File: config.mk
export PLATFORM = sky130hd
export DESIGN_NAME = sun_tracker_scanner
export DESIGN_NICKNAME = d
export VERILOG_FILES = /design/src/rtl/sun_tracker_scanner.sv
export SDC_FILE = /design/constraint.sdc
export NUM_CORES = 1
export LEC_CHECK = 0
export ABC_AREA = 1
export CAP_MARGIN = 15
export CORE_MARGIN = 2
export CORE_UTILIZATION = 47
export DETAILED_ROUTE_END_ITERATION = 8
export PLACE_DENSITY = 0.75
export SLEW_MARGIN = 20
export SYNTH_ARGS = -nofsm -noshare
export SYNTH_HDL_FRONTEND = slang
export SYNTH_SLANG_ARGS = --single-unit
File: constraint.sdc
create_clock -name clk -period 1.7 [get_ports clk]
set_clock_uncertainty 0.15 [all_clocks]
set_input_delay 0.17 -clock clk [delete_from_list [all_inputs] [get_ports clk]]
set_output_delay 0.17 -clock clk [all_outputs]
set_load 0.02 [all_outputs]
File: src/rtl/sun_tracker_scanner.sv
// Scans the east/west light sensors through a 2:1 mux, captures each reading after a
// settle window and issues a one-cycle deadband-filtered rotation decision.
module sun_tracker_scanner #(
  parameter int WIDTH    = 4,
  parameter int SETTLE   = 3,
  parameter int DEADBAND = 1
) (
  input  logic             clk,
  input  logic             rst,
  input  logic             start,
  input  logic [WIDTH-1:0] mux_data,
  output logic             mux_sel,
  output logic [WIDTH-1:0] east_val,
  output logic [WIDTH-1:0] west_val,
  output logic [1:0]       dir,
  output logic             valid,
  output logic             busy
);

  typedef enum logic [1:0] {IDLE, SETTLE_E, SETTLE_W, DECIDE} state_t;

  localparam logic [3:0]     LAST = 4'(SETTLE - 1);
  localparam logic [WIDTH:0] DB   = (WIDTH + 1)'(DEADBAND);

  localparam logic [1:0] DIR_HOLD = 2'b00;
  localparam logic [1:0] DIR_EAST = 2'b01;
  localparam logic [1:0] DIR_WEST = 2'b10;

  state_t     state;
  logic [3:0] cnt;
  logic [1:0] next_dir;

  // One extra bit of headroom so reading + DEADBAND cannot wrap.
  logic [WIDTH:0] east_ext, west_ext;

  always_comb begin
    // NOTE: every always_comb output gets a default first, so no path can infer a latch.
    east_ext = {1'b0, east_val};
    west_ext = {1'b0, west_val};
    next_dir = DIR_HOLD;
    if (east_ext > west_ext + DB)
      next_dir = DIR_EAST;
    else if (west_ext > east_ext + DB)
      next_dir = DIR_WEST;
  end

  // NOTE: sequential state uses non-blocking assignments only, so every register sees
  // the values from before the edge regardless of statement order.
  always_ff @(posedge clk or posedge rst) begin
    if (rst) begin
      state    <= IDLE;
      cnt      <= 4'd0;
      mux_sel  <= 1'b0;
      east_val <= '0;
      west_val <= '0;
      dir      <= DIR_HOLD;
      valid    <= 1'b0;
      busy     <= 1'b0;
    end else begin
      valid <= 1'b0;
      case (state)
        IDLE: begin
          mux_sel <= 1'b0;
          if (start) begin
            state <= SETTLE_E;
            cnt   <= 4'd0;
            busy  <= 1'b1;
          end
        end
        SETTLE_E: begin
          if (cnt == LAST) begin
            east_val <= mux_data;
            mux_sel  <= 1'b1;
            cnt      <= 4'd0;
            state    <= SETTLE_W;
          end else begin
            cnt <= cnt + 4'd1;
          end
        end
        SETTLE_W: begin
          if (cnt == LAST) begin
            west_val <= mux_data;
            mux_sel  <= 1'b0;
            cnt      <= 4'd0;
            state    <= DECIDE;
          end else begin
            cnt <= cnt + 4'd1;
          end
        end
        DECIDE: begin
          dir   <= next_dir;
          valid <= 1'b1;
          busy  <= 1'b0;
          state <= IDLE;
        end
        default: state <= IDLE;
      endcase
    end
  end

endmodule

After elaboration in Yosys (flattened, before gate mapping)
Index checks and enable logic that the tools add are counted.
{"block": "word_totals", "register_bits": 19, "input_bits": 7, "out_inout_bits": 13, "elab_cells": 46}
{"block": "classes", "n_addsub": 3, "n_lt_le_gt_ge": 2, "eq_ne": 7, "muxes": 15, "n_reduce_logical": 11}
{"operator": "$add 4x1->5 const B", "n": 2}
{"operator": "$gt 4x5->1", "n": 2}
{"operator": "$mux 2", "n": 5}
{"operator": "$mux 4", "n": 2}
{"operator": "$pmux 2 s4", "n": 1}
{"operator": "$pmux 4 s2", "n": 1}
{"operator": "$reduce_and 2->1", "n": 4}
{"operator": "$ne 2x2->1 const B", "n": 3}
{"operator": "$reduce_and 3->1", "n": 2}
{"operator": "$add 4x1->4 const B", "n": 1}
{"operator": "$eq 2x2->1 const B", "n": 2}
{"operator": "$eq 4x2->1 const B", "n": 1}
{"operator": "$mux 1", "n": 4}
{"operator": "$reduce_bool 2->1", "n": 2}
{"operator": "$pmux 1 s3", "n": 1}
{"operator": "$reduce_bool 3->1", "n": 1}
{"operator": "$eq 2x1->1 const B", "n": 1}
{"operator": "$logic_not 2->1", "n": 1}
{"operator": "$pmux 1 s2", "n": 1}
{"operator": "$reduce_or 2->1", "n": 1}

Logic depth before layout (Yosys ltp)
Gate-level depths: netlist of the first run.
{"block": "logic_depth", "ltp_word": 4, "depth_mapped": 10}

Worst setup path after synthesis of the first run
Ideal clock, no wire load.
{"block": "synth_timing", "kind": "flip-flop to flip-flop", "from": "register west_val[0]", "to": "register dir[0]", "setup_time_ns": 0.117, "t_arrival_ns": 1.517, "setup_slack_ns": -0.085, "stages_incl_launch_ff": 10, "path_buffers": 0, "synth_period_minus_slack_ns": 1.785, "cell_sequence": "dfrtp_1 > ha_1 > xnor2_1 > ha_1 > a21oi_1 > nand2_1 > nand2_1 > nand2_1 > nand3_1 > nand2_1"}
{"block": "synth_via", "elab_chain_cells": 3}
{"element": "from (decl)", "line_no": "14", "text": "output logic [WIDTH-1:0] west_val,"}
{"element": "from (signal assigned)", "line_no": "82", "text": "west_val <= mux_data;"}
{"element": "$add 4x1->5", "line_no": "41", "text": "if (east_ext > west_ext + DB)"}
{"element": "$gt 4x5->1", "line_no": "41"}
{"element": "$mux 2", "line_no": "41"}
{"element": "to (signal assigned)", "line_no": "91", "text": "dir <= next_dir;"}
{"element": "to (decl)", "line_no": "15", "text": "output logic [1:0] dir,"}
No other way between the ends.
A chain may end at the register's enable or synchronous reset.

Final worst setup path of the first run
Ends and elaborated chain as after synthesis.

==> results of run 1 <==
[final cells by class]
class	instances	area share [%]
tap	30	2.475
clock buffer	4	1.733
timing repair buffer	29	16.83
sequential	19	31.77
multi-input combinational	91	40.43
inverter	27	6.766
[cells by family after synthesis]
family | count (synthesis)
fa+ha+maj | 15
simple gates | 48
buf+inv | 27
xor+xnor | 5
flops | 19
compound gates | 23
[worst max-delay path: stages, from the launching register on]
cell	delay, ns
dfrtp_2	0.45
ha_4	0.17
xnor2_1	0.12
ha_1	0.31
a21oi_1	0.13
nand2_1	0.06
nand2_1	0.05
nand2_1	0.06
nand3_1	0.07
nand2_1	0.05
[metal layers]
layer / track usage, % / vias to the layer above / wire (µm)
met5: 0 / - / 0
met4: 10.68 / 0 / 62
met3: 3.333 / 8 / 67
met2: 38.62 / 19 / 1388
met1: 19.82 / 476 / 1000
li1: - / 506 / -
[power groups by stage]
stage / registers [mW] / logic [mW] / clock network [mW]
floorplan: 1.06 / 1.26 / 0
global route: 0.904 / 2.47 / 0.256
finish: 0.872 / 2.21 / 0.224
detailed placement: 0.879 / 2.24 / 0
CTS: 0.870 / 2.20 / 0.231
global placement: 0.858 / 2.14 / 0
[synthesized netlist by cell type, drive strengths merged]
cell and count:
and2 1, nand3 11, o21ai 19, inv 26, a21oi 2, clkinv 1
dfrtp 19, nor2 2, a21o 1, nand2 32, or2 1, ha 15
o22ai 1, xnor2 2, nand4 1, xor2 3
[registers in the layout (all words and copies together) (netlist names)]
name	count
east_val	4
west_val	4
cnt	4
busy	1
state	2
valid	1
mux_sel	1
dir	2
[repair_timing]
item	4_1_cts	5_1_grt
hold endpoints to repair	0	0
hold buffers	0	0
endpoints found under the setup margin	10	3
gates resized for setup	9	1
buffers inserted	1	0
pin swaps	2	0
[path summary, 6_finish.rpt]
| check | endpoint | slack, ns | cells past startpoint |
|---|---|---|---|
| setup / recovery | dir[0] | -0.02 | 9 |
| max in group asynchronous | east_val[1] | 1.15 | 3 |
| hold reg to reg | dir[0] | 0.34 | 2 |
| setup reg to reg | dir[0] | -0.02 | 9 |
| min in group clk | east_val[1] | 0.31 | 3 |
| hold / removal | cnt[2] | 0.03 | 3 |
==> results.tsv, run 1 <==
metric	value	unit
status	complete, but fails checks	
violated checks	setup timing	
internal power	1.745	mW
drt via density	5.045	
main area contributors after synthesis	dfrtp_1 (41%), ha_1 (16%), nand2_1 (9.3%)	
sequential area share after synthesis	40.69	%
most common cell after layout, fill and taps aside	nand2_1	
number of iterations in the first detailed-routing pass	4	
Port Buffers	19	
area of the multi-input gates	613.1	µm²
initial antenna violation count	0	
Congestion Overflow GR	0	
Starting Density	48.49	%
post-synthesis compound-gate area fraction	11.78	%
Data required, critical path	1.75	ns
Lkg Pwr	0.7955	nW
endpoints failing setup	2	
crit start category	flop	
Final Core Density	62.93	%
number of DRC markers in iteration 0	12	
Distinct cells, synth	22	
Worst Tran Pin Value	0.2661	ns
Die H	53.87	µm
fin worst setup slack	-0.02373	ns
clock power share	6.8	%
antenna viol nets, final	0	
fin nets	193	
CTS Root Cell	clkbuf_4	
adder-cell share of the synthesized area	16.06	%
Yosys top cell area share	40.69	%
Routed WL	2.518	mm
Tcrit/Tclk final	101.4	%
Site Rows	18	
clock buffer depth	2	
routability congestion estimate from global placement	0.8410	
Finished Cell Area	1516	µm²
routed wire length per instance	12.59	µm
width of the die	53.87	µm
DRC Markers	0	
Data arrival, critical path	1.77	ns
# H-tree levels	1	
total track usage	19.95	%
RSZ-0062 raised after global routing	true	
diodes inserted	0	
Crit. Startpoint	west_val[0]	
max_slew headroom	82.26	%
Net Switching	1.559	mW
Hold/Removal Path Class	in2async	
mux cell area share after synthesis	0	%
crit end category	flop	
Max Cap Viol	0	
clock latency on the worst-skew pair	0.29	ns
mapped cell area	1169	µm²
Synth Area in XOR/XNOR	3.747	%
Syn Inst Count	137	
Final Hold Viols	0	
num ports	20	
Sw Ratio	47.19	%
Die ar.	2901	µm²
Post-Synth Simple-Gate Area	18.95	%
Pwr Total	3.305	mW
layout cells sized above 1	20.59	%
CTS buffer count	3	
DP Area	1483	µm²
TritonCTS clock tree	done	
Reg clk slew, reported paths	0.10	ns
synth warn	0	
Crit Path Max Fanout	3	
Final min period	1.724	ns
PwrDens	2179	nW/µm²
Final Max Slew Viols	0	
Fillers	212	
Core ar.	2410	µm²
worst hold margin	0.03372	ns
reg2reg start	west_val[0]	
first-pass GRT wire length	4.091	mm
Num Clock Sinks	19	
commonest cells after routing, fill and taps aside	nand2_1 (29), inv_1 (23), dfrtp_1 (14), o21ai_0 (13), ha_1 (13)	
Comb power frac	66.9	%
post-place setup slack	-0.005905	ns
Max IR drop VDD	1.286	mV
via count	1009	
largest net degree at the start of global routing	20	
Max Fclk	580.1	MHz
Synth area leader	dfrtp_1	
post-route insts no fill	200	
DPL Wire Length	1.981	mm
vias in the first global route	1003	
Setup TNS	-0.02913	ns
mean post-synth cell area	8.530	µm²
syn_nets	159	
register area	481.7	µm²
Flop pwr share	26.4	%
#FFs+latches synth	19	
dpl cells	195	
Crit Path Category	reg2reg	
combinational family with the most area after synthesis	simple AND/OR/NAND/NOR gates	
area grow syn2layout	29.76	%
No activity file was read; power rests on OpenSTA's default activity.
==> run 2: changes to the inputs <==
--- a/config.mk
+++ b/config.mk
@@ -5,12 +5,12 @@
 export SDC_FILE = /design/constraint.sdc
 export NUM_CORES = 1
 export LEC_CHECK = 0
-export ABC_AREA = 1
 export CAP_MARGIN = 15
 export CORE_MARGIN = 2
-export CORE_UTILIZATION = 47
+export CORE_UTILIZATION = 46
+export CTS_CLUSTER_DIAMETER = 150
 export DETAILED_ROUTE_END_ITERATION = 8
-export PLACE_DENSITY = 0.75
+export PLACE_DENSITY = 0.74
 export SLEW_MARGIN = 20
 export SYNTH_ARGS = -nofsm -noshare
 export SYNTH_HDL_FRONTEND = slang
==> results.tsv, run 2 <==
metric	value	unit
R2R Setup Slk	-0.20	ns
Comb power frac	72.9	%
mapped cell area	1141	µm²
Flop pwr share	21.4	%
area of the multi-input gates	789.5	µm²
dpl cells	178	
crit start category	flop	
Net Switching	1.914	mW
Fillers	162	
Congestion Overflow GR	0	
PwrDens	2391	nW/µm²
fin nets	183	
Die H	53.81	µm
Pwr Total	4.339	mW
max_slew headroom	73.29	%
first-pass GRT wire length	4.533	mm
Data arrival, critical path	1.96	ns
Max IR drop VDD	1.460	mV
routed wire length per instance	17.39	µm
cell family with most CP delay	adder cells	
Max stage delay cell, worst path	dfrtp_2	
Distinct cells, synth	29	
worst hold margin	-0.01915	ns
most frequent cell after synthesis	dfrtp_1	
vias in the first global route	1010	
Routed WL	3.305	mm
Crit Path Max Fanout	2	
Final Max Slew Viols	0	
asr flop ratio synth	100.0	%
DPL Wire Length	2.030	mm
synth warn	0	
antenna viol nets, final	0	
syn_nets	131	
main area contributors after synthesis	dfrtp_1 (42%), ha_1 (16%), mux2_1 (5.9%)	
width of the die	53.81	µm
Crit Path Category	reg2reg	
Final min period	1.899	ns
CTS Root Cell	clkbuf_4	
synth cell count leaders	dfrtp_1 (19), ha_1 (15), inv_1 (12), nand2_1 (9), nand3_1 (7)	
Hold/Removal Path Class	in2async	
Starting Density	47.35	%
Die ar.	2895	µm²
Synth area leader	dfrtp_1	
CTS hold repair buffers	0	
mean post-synth cell area	10.47	µm²
Site Rows	18	
R2R Path End	dir[0]	
CTS buffer count	3	
Max Fclk	526.5	MHz
layout cells sized above 1	44.38	%
Worst Tran Pin Value	0.4002	ns
Yosys top cell area share	41.67	%
ys flop type	dfrtp_1	
clock latency on the worst-skew pair	0.32	ns
initial antenna violation count	0	
Core ar.	2410	µm²
register area	481.7	µm²
commonest cells after routing, fill and taps aside	buf_4 (22), dfrtp_1 (14), clkdlybuf4s50_1 (11), inv_1 (10), ha_1 (9)	
Tcrit/Tclk final	111.7	%
area grow syn2layout	58.99	%
Port Buffers	19	
Bufs and invs on worst path	1	
Sw Ratio	44.12	%
internal power	2.425	mW
Max Cap Viol	0	
Final Hold Viols	8	
diodes inserted	0	
endpoints failing setup	17	
crit path cell chain	ha_4 -> inv_2 -> ha_4 -> nor2b_4 -> o211ai_1 -> a21oi_2 -> mux2_4	
via count	1038	
#FFs+latches synth	19	
fin worst setup slack	-0.1995	ns
Max stage delay on crit path	0.45	ns
most frequent CP cell	ha_4	
drt via density	5.463	
largest net degree at the start of global routing	12	
crit end category	flop	
Syn Inst Count	109	
violated checks	hold timing, setup timing	
number of iterations in the first detailed-routing pass	4	
reg2reg start	west_val[1]	
post-route insts no fill	190	
number of flops mapped to enable cells by yosys	0	
Reg clk slew, reported paths	0.12	ns
sequential area share after synthesis	41.67	%
TritonCTS clock tree	done	
clock power share	5.7	%
worst reg-to-reg path cell count	7	
num ports	20	
# H-tree levels	1	
total track usage	22.70	%
routability congestion estimate from global placement	0.7754	
biggest regs	cnt: 4 flops, east_val: 4 flops, west_val: 4 flops	
status	complete, but fails checks	
most common cell after layout, fill and taps aside	buf_4	
clock buffer depth	2	
RSZ-0062 raised after global routing	true	
Num Clock Sinks	19	
Lkg Pwr	0.8296	nW
DRC Markers	0	
Data required, critical path	1.76	ns
number of DRC markers in iteration 0	28	
## run 2: changes by cell type after synthesis, moves of 2 or more
cell / before / now
a211oi_1: 0 / 2
a21oi_1: 2 / 4
a32o_1: 0 / 2
inv_1: 23 / 12
inv_2: 3 / 0
mux2_1: 0 / 6
nand2_1: 29 / 9
nand3_1: 10 / 7
nor2_4: 0 / 2
nor2b_1: 0 / 2
o211ai_1: 0 / 2
o21ai_0: 13 / 2
o21ai_1: 1 / 5
o21ai_2: 5 / 1
## run 2: repair_timing
item	4_1_cts	5_1_grt
endpoints found under the setup margin	24	17
pin swaps	12	6
setup buffers	6	3
resized for setup	24	14
gates cloned	0	0
## run 2: cells by family after synthesis
| family | share of synthesized area [%] |
|---|---|
| compound gates | 11.18 |
| xor+xnor | 3.071 |
| fa+ha+maj | 16.45 |
| buf+inv | 4.934 |
| flops | 41.67 |
| mux | 9.100 |
| simple gates | 13.60 |
## run 2: worst max-delay path by stage
stage                           start     endpoint  slack, ns  cells past startpoint
after detailed placement       cnt[0]  east_val[1]      -0.21                      5
after global routing      west_val[0]       dir[0]      -0.27                      8
final                     west_val[1]       dir[0]      -0.20                      7
after floorplan           west_val[1]       dir[0]      -0.19                      7
after CTS                 west_val[1]       dir[0]      -0.17                      7
after global placement         cnt[0]  west_val[1]      -0.19                      5
## run 2: power groups by stage
stage | clock [mW] | combinational, mW | sequential [mW]
final | 0.249 | 3.16 | 0.929
after global routing | 0.275 | 3.39 | 0.956
after CTS | 0.245 | 2.73 | 0.892
after detailed placement | 0 | 2.50 | 0.895
after global placement | 0 | 2.40 | 0.875
after floorplan | 0 | 1.34 | 1.09
## run 2: cell type report
cell class / count / area share, %
clock buffers: 3 / 1.241
multi-input cells: 77 / 43.52
repair buffers: 48 / 23.86
flip-flops and latches: 19 / 26.55
well taps: 30 / 2.069
inverters: 12 / 2.483
clock inverters: 1 / 0.2759
## run 2: per-layer routing
| layer | routed length, µm | global-route usage (%) | vias up |
|---|---|---|---|
| li1 | - | - | 486 |
| met1 | 1304 | 26.44 | 501 |
| met2 | 1738 | 37.80 | 38 |
| met3 | 152 | 4.722 | 13 |
| met4 | 110 | 14.10 | 0 |
| met5 | 0 | 0 | - |
## run 2: worst reg2reg max path: stages (launching register included)
cell	delay, ns
dfrtp_2	0.45
ha_4	0.27
inv_2	0.04
ha_4	0.21
nor2b_4	0.12
o211ai_1	0.20
a21oi_2	0.09
mux2_4	0.26
## run 2: metrics by stage
step / area, µm² / setup slack, ns / hold slack [ns] / utilization, % / TNS [ns]
finish: 1814 / -0.1995 / -0.01915 / 75.29 / -2.089
floorplan: 1202 / -0.1855 / -0.02915 / - / -0.8658
global placement: 1589 / -0.1885 / 0.3161 / 65.94 / -1.560
global route: 1814 / -0.2678 / 0.01066 / 75.29 / -3.317
CTS: 1714 / -0.1662 / 0.008978 / 71.13 / -1.297
detailed placement: 1589 / -0.2119 / 0.3492 / 65.94 / -1.869
